[src/rtl/alu_seq_ctrl.sv]
// alu_seq_ctrl -- byte-serial command sequencer in front of the ALU core.
//
// Collects an opcode byte, then operand A, then operand B over a valid/ready
// byte stream. It then issues a single ALU operation and waits for alu_done
// or a timeout. The outcome is held on a valid/ready result port. The ALU
// operands only change while the sequencer is loading, so the core never sees
// a half-loaded command.
//
// Ports:
//   clk, rst_n     clock, synchronous active-low reset
//   ena            global enable; low freezes all state and blocks handshakes
//   in_valid/in_ready/in_data    byte stream: opcode, A, B
//   alu_op/alu_a/alu_b/alu_start command to the ALU (start is a 1-cycle pulse)
//   alu_done/alu_result/alu_flags completion from the ALU
//   res_valid/res_ready/res_data/res_flags/res_err  result port
module alu_seq_ctrl #(
    parameter int DATA_W  = 8,
    parameter int OP_W    = 4,
    parameter int TIMEOUT = 15
) (
    input  logic              clk,
    input  logic              rst_n,
    input  logic              ena,
    input  logic              in_valid,
    output logic              in_ready,
    input  logic [7:0]        in_data,
    output logic [OP_W-1:0]   alu_op,
    output logic [DATA_W-1:0] alu_a,
    output logic [DATA_W-1:0] alu_b,
    output logic              alu_start,
    input  logic              alu_done,
    input  logic [DATA_W-1:0] alu_result,
    input  logic [3:0]        alu_flags,
    output logic              res_valid,
    input  logic              res_ready,
    output logic [DATA_W-1:0] res_data,
    output logic [3:0]        res_flags,
    output logic              res_err
);

    typedef enum logic [2:0] {
        S_IDLE, S_GET_A, S_GET_B, S_ISSUE, S_WAIT, S_HOLD
    } state_t;

    state_t            r_state;
    state_t            w_next;
    logic [OP_W-1:0]   r_op;
    logic [DATA_W-1:0] r_a;
    logic [DATA_W-1:0] r_b;
    logic [DATA_W-1:0] r_res;
    logic [3:0]        r_flags;
    logic              r_err;
    logic [7:0]        r_cnt;

    logic w_load_state;
    logic w_accept;
    logic w_timeout;

    // in_ready is forced low while reset is held, even though the state
    // register only returns to IDLE on the next edge.
    assign w_load_state = (r_state == S_IDLE) || (r_state == S_GET_A) ||
                          (r_state == S_GET_B);
    assign in_ready     = rst_n & w_load_state;
    assign w_accept     = ena & in_valid & in_ready;
    assign w_timeout    = (r_cnt == 8'(TIMEOUT - 1));

    assign alu_start = rst_n & ena & (r_state == S_ISSUE);
    assign res_valid = rst_n & (r_state == S_HOLD);
    assign alu_op    = r_op;
    assign alu_a     = r_a;
    assign alu_b     = r_b;
    assign res_data  = r_res;
    assign res_flags = r_flags;
    assign res_err   = r_err;

    always_comb begin
        w_next = r_state;
        case (r_state)
            S_IDLE:  if (w_accept) w_next = S_GET_A;
            S_GET_A: if (w_accept) w_next = S_GET_B;
            S_GET_B: if (w_accept) w_next = S_ISSUE;
            S_ISSUE: w_next = S_WAIT;
            S_WAIT:  if (alu_done || w_timeout) w_next = S_HOLD;
            S_HOLD:  if (res_ready) w_next = S_IDLE;
            default: w_next = S_IDLE;
        endcase
    end

    always_ff @(posedge clk) begin
        if (!rst_n) begin
            r_state <= S_IDLE;
            r_op    <= '0;
            r_a     <= '0;
            r_b     <= '0;
            r_res   <= '0;
            r_flags <= '0;
            r_err   <= 1'b0;
            r_cnt   <= '0;
        end else if (ena) begin
            r_state <= w_next;
            case (r_state)
                S_IDLE:  if (w_accept) r_op <= in_data[OP_W-1:0];
                S_GET_A: if (w_accept) r_a  <= in_data[DATA_W-1:0];
                S_GET_B: if (w_accept) r_b  <= in_data[DATA_W-1:0];
                S_ISSUE: r_cnt <= '0;
                S_WAIT: begin
                    // A completion on the last allowed cycle still wins
                    // over the timeout abort.
                    if (alu_done) begin
                        r_res   <= alu_result;
                        r_flags <= alu_flags;
                        r_err   <= 1'b0;
                    end else if (w_timeout) begin
                        r_res   <= '0;
                        r_flags <= '0;
                        r_err   <= 1'b1;
                    end else begin
                        r_cnt <= r_cnt + 8'd1;
                    end
                end
                default: ;
            endcase
        end
    end

endmodule

[config.mk]
export PLATFORM = sky130hd
export DESIGN_NAME = alu_seq_ctrl
export DESIGN_NICKNAME = d
export VERILOG_FILES = /design/src/rtl/alu_seq_ctrl.sv
export SDC_FILE = /design/constraint.sdc
export NUM_CORES = 1
export LEC_CHECK = 0
export CAP_MARGIN = 20
export CORE_MARGIN = 1.5
export CORE_UTILIZATION = 41
export CTS_CLUSTER_DIAMETER = 100
export DETAILED_ROUTE_END_ITERATION = 8
export PLACE_DENSITY = 0.8
export SYNTH_ARGS = -nofsm -noshare
export SYNTH_HDL_FRONTEND = slang
export SYNTH_SLANG_ARGS = --single-unit
[constraint.sdc]
create_clock -name clk -period 1.6 [get_ports clk]
set_input_delay 0.32 -clock clk [delete_from_list [all_inputs] [get_ports clk]]
set_output_delay 0.32 -clock clk [all_outputs]
set_load 0.01 [all_outputs]
==> flow_summary.yaml <==
floorplan:
  die_x_um: 72.4
  fp-row-count: 25
  die_area_mm2: 0.00523
  die_y_um: 72.4
  coreArea_mm2: 0.00469
  io_pins: 62
  start_util: 0.420
hold_path:
  min_from: "res_data[2]"
  hp-class: "reg2reg"
  min_path_cells: 2
  hold_end: "res_data[2]"
clock_network:
  clock-root-buffer: "clkbuf_8"
  hold_buffers: 0
  clockBufferDepth: 2
  htreeDepth: 2
  path_clk_slew_ns: 0.10
  cts_tree: "yes"
  clock_sinks: 44
  clock_latency_ns: 0.31
  cts_buffers: 5
cells_and_area:
  antenna_cells: 0
  final_common_cell: "clkdlybuf4s50_1"
  area_growth_pct: 50.6
  n_fill_cell: 407
  final_area_mm2: 0.00297
  fin_nets: 316
  mostFrequentLayoutCells: "clkdlybuf4s50_1, dfxtp_1, buf_4, mux2i_1, nor2b_1"
  drive_above_1_share: 0.183
  post-route-util: 0.633
sta:
  rsz0062_at_grt: "true"
  setup_viol: 0
  fin_setup_tns_ns: 0
  hold_viol_final: 0
  holdWs_ns: 0.482
  max_freq_mhz: 630
  maxSlewViolCount: 0
  period_needed_ns: 1.59
  min_period_over_period: 0.992
  fin_skew_ns: 0.0125
  max_slew.worst_pin.slew_ns: 0.305
  relSlewSlack: 0.795
synth:
  synth-seq-area-share: 0.447
  synth.cell_area_mm2: 0.00197
  yosys.area.top_type: "dfxtp_1"
  synth-edff-count: 0
  synthFlopType: "dfxtp_1"
  yosysWarnings: 0
  syn_area_per_cell_um2: 9.53
  synthArstFlopShare: 0
  synth_seq_cells: 44
  syn_inst: 207
  ys_types: 34
  synthesis.nets: 235
  synth_area_leaders: "dfxtp_1, mux2i_1, nor2b_1, a21boi_0, o21ai_0"
  yosysTopAreaCellShare: 0.447
worst_setup_path:
  rrSetupSlack_ns: 0.01
  reg2reg_from: "r_cnt[0]"
  cp_max_fo: 7
  rr_worst_depth: 6
  worst_ep_arrival_time_ns: 1.84
  worst_setup_path_start_kind: "register"
  r2r_end: "r_cnt[6]"
  worstSetupStartpoint: "r_cnt[0]"
  cp-end-kind: "register"
  crit_type: "reg2reg"
  required_ns: 1.85
global_routing:
  grt_pass1_wl_um: 7800
  antenna_found_initial: 0
  grt-ovfl-total: 0
  grt_use_total: 0.187
  grt_pass1_vias: 1840
  grt_max_degree: 21
drt:
  wl_um: 4730
  viasPerCell: 5.26
  wl_per_cell_um: 13.8
  vias: 1805
  drt-pass1-iter-count: 4
  first_iter_violations: 118
  ant_nets: 0
  drc_errors: 0
pwr:
  leakagePower_nw: 1.07
  power_density_mw_per_mm2: 719
  peakVddDrop_v: 0.000605
flow_run:
  drv_cap: 0
place:
  gp_congestion: 0.866
  placed_area_mm2: 0.00279
  portBuffers: 61
  post-dp-hpwl_um: 3320
status:
  status: "complete, no violations"
-- how the worst max path moves through the flow --
| stage | endpoint | slack, ns |
|---|---|---|
| 2_1_floorplan | r_cnt[6] | -0.005 |
| 3_3_place_gp | r_cnt[4] | -0.43 |
| 3_5_place_dp | r_cnt[4] | -0.49 |
| 4_1_cts | r_cnt[3] | 0.01 |
| 5_1_grt | r_cnt[6] | -0.03 |
| 6_report | r_cnt[6] | 0.01 |
-- registers in the layout, indices dropped and copies added (netlist names) --
register and cells:
alu_a 8, alu_b 8, alu_op 4, r_cnt 8
r_state 3, res_data 8, res_err 1, res_flags 4
-- cells by family after synthesis --
group                      Yosys count  share of synthesized area
AOI/OAI and AO/OA                   52                      0.187
muxes                               21                      0.107
adders and majority gates            2                     0.0127
buffers and inverters               19                     0.0425
and+or+nand+nor                     69                      0.205
DFF                                 44                      0.447
-- routing by layer --
layer  track usage  vias to the layer above  share of wire
li1              -                      899              -
met1         0.222                      843           0.44
met2         0.321                       54           0.48
met3        0.0639                        9          0.064
met4        0.0566                        0          0.016
met5             0                        -              0
-- power by group --
group | internal [mW] | leakage [nW] | switching (mW)
clock network | 0.471 | 0.0548 | 0.409
registers | 1.10 | 0.356 | 0.00324
logic | 0.0946 | 0.654 | 0.0626
total | 1.66 | 1.07 | 0.475
-- synth_stat cells, drive strengths merged, types with 2 or more instances --
library cell  count
dfxtp            44
mux2i            21
nor2b            20
nand2            18
o21ai            15
a21boi           13
clkbuf           10
a21oi             6
nand3             6
nor2              6
a2111o            5
buf               5
and3              4
inv               4
o2111ai           4
nand2b            3
o21a              3
ha                2
nand4b            2
nor3b             2
o211ai            2
-- per-stage QoR --
stage          instances  worst slack (ns)  total power [mW]
6_report             343            0.0134              2.14
5_1_grt              343           -0.0348              2.20
2_1_floorplan        207          -0.00523              1.18
3_3_place_gp         332            -0.434              1.28
4_1_cts              342            0.0115              2.16
3_5_place_dp         332            -0.490              1.29
-- timing repair --
item	CTS	global route
pin swaps	4	4
setup endpoints to repair	32	18
gates resized for setup	10	11
buffers inserted	1	1
cloned	1	0
-- area by class of cell --
class | instances | area [µm²] | share of cell area
clock inverter | 3 | 46.3 | 0.0156
tap | 54 | 67.6 | 0.0227
timing repair buffer | 88 | 806 | 0.271
sequential | 44 | 888 | 0.299
multi-input combinational | 145 | 1080 | 0.363
clock buffer | 5 | 68.8 | 0.0232
inverter | 4 | 15.0 | 0.00505
-- worst max-delay path, stage by stage (launching register included) --
cell and delay (ns):
dfxtp_4 0.35, inv_2 0.04, ha_4 0.14, and3_4 0.17
a211o_4 0.37, a2111o_1 0.41, nand2_1 0.05
Power figures use the tool's default switching activity.
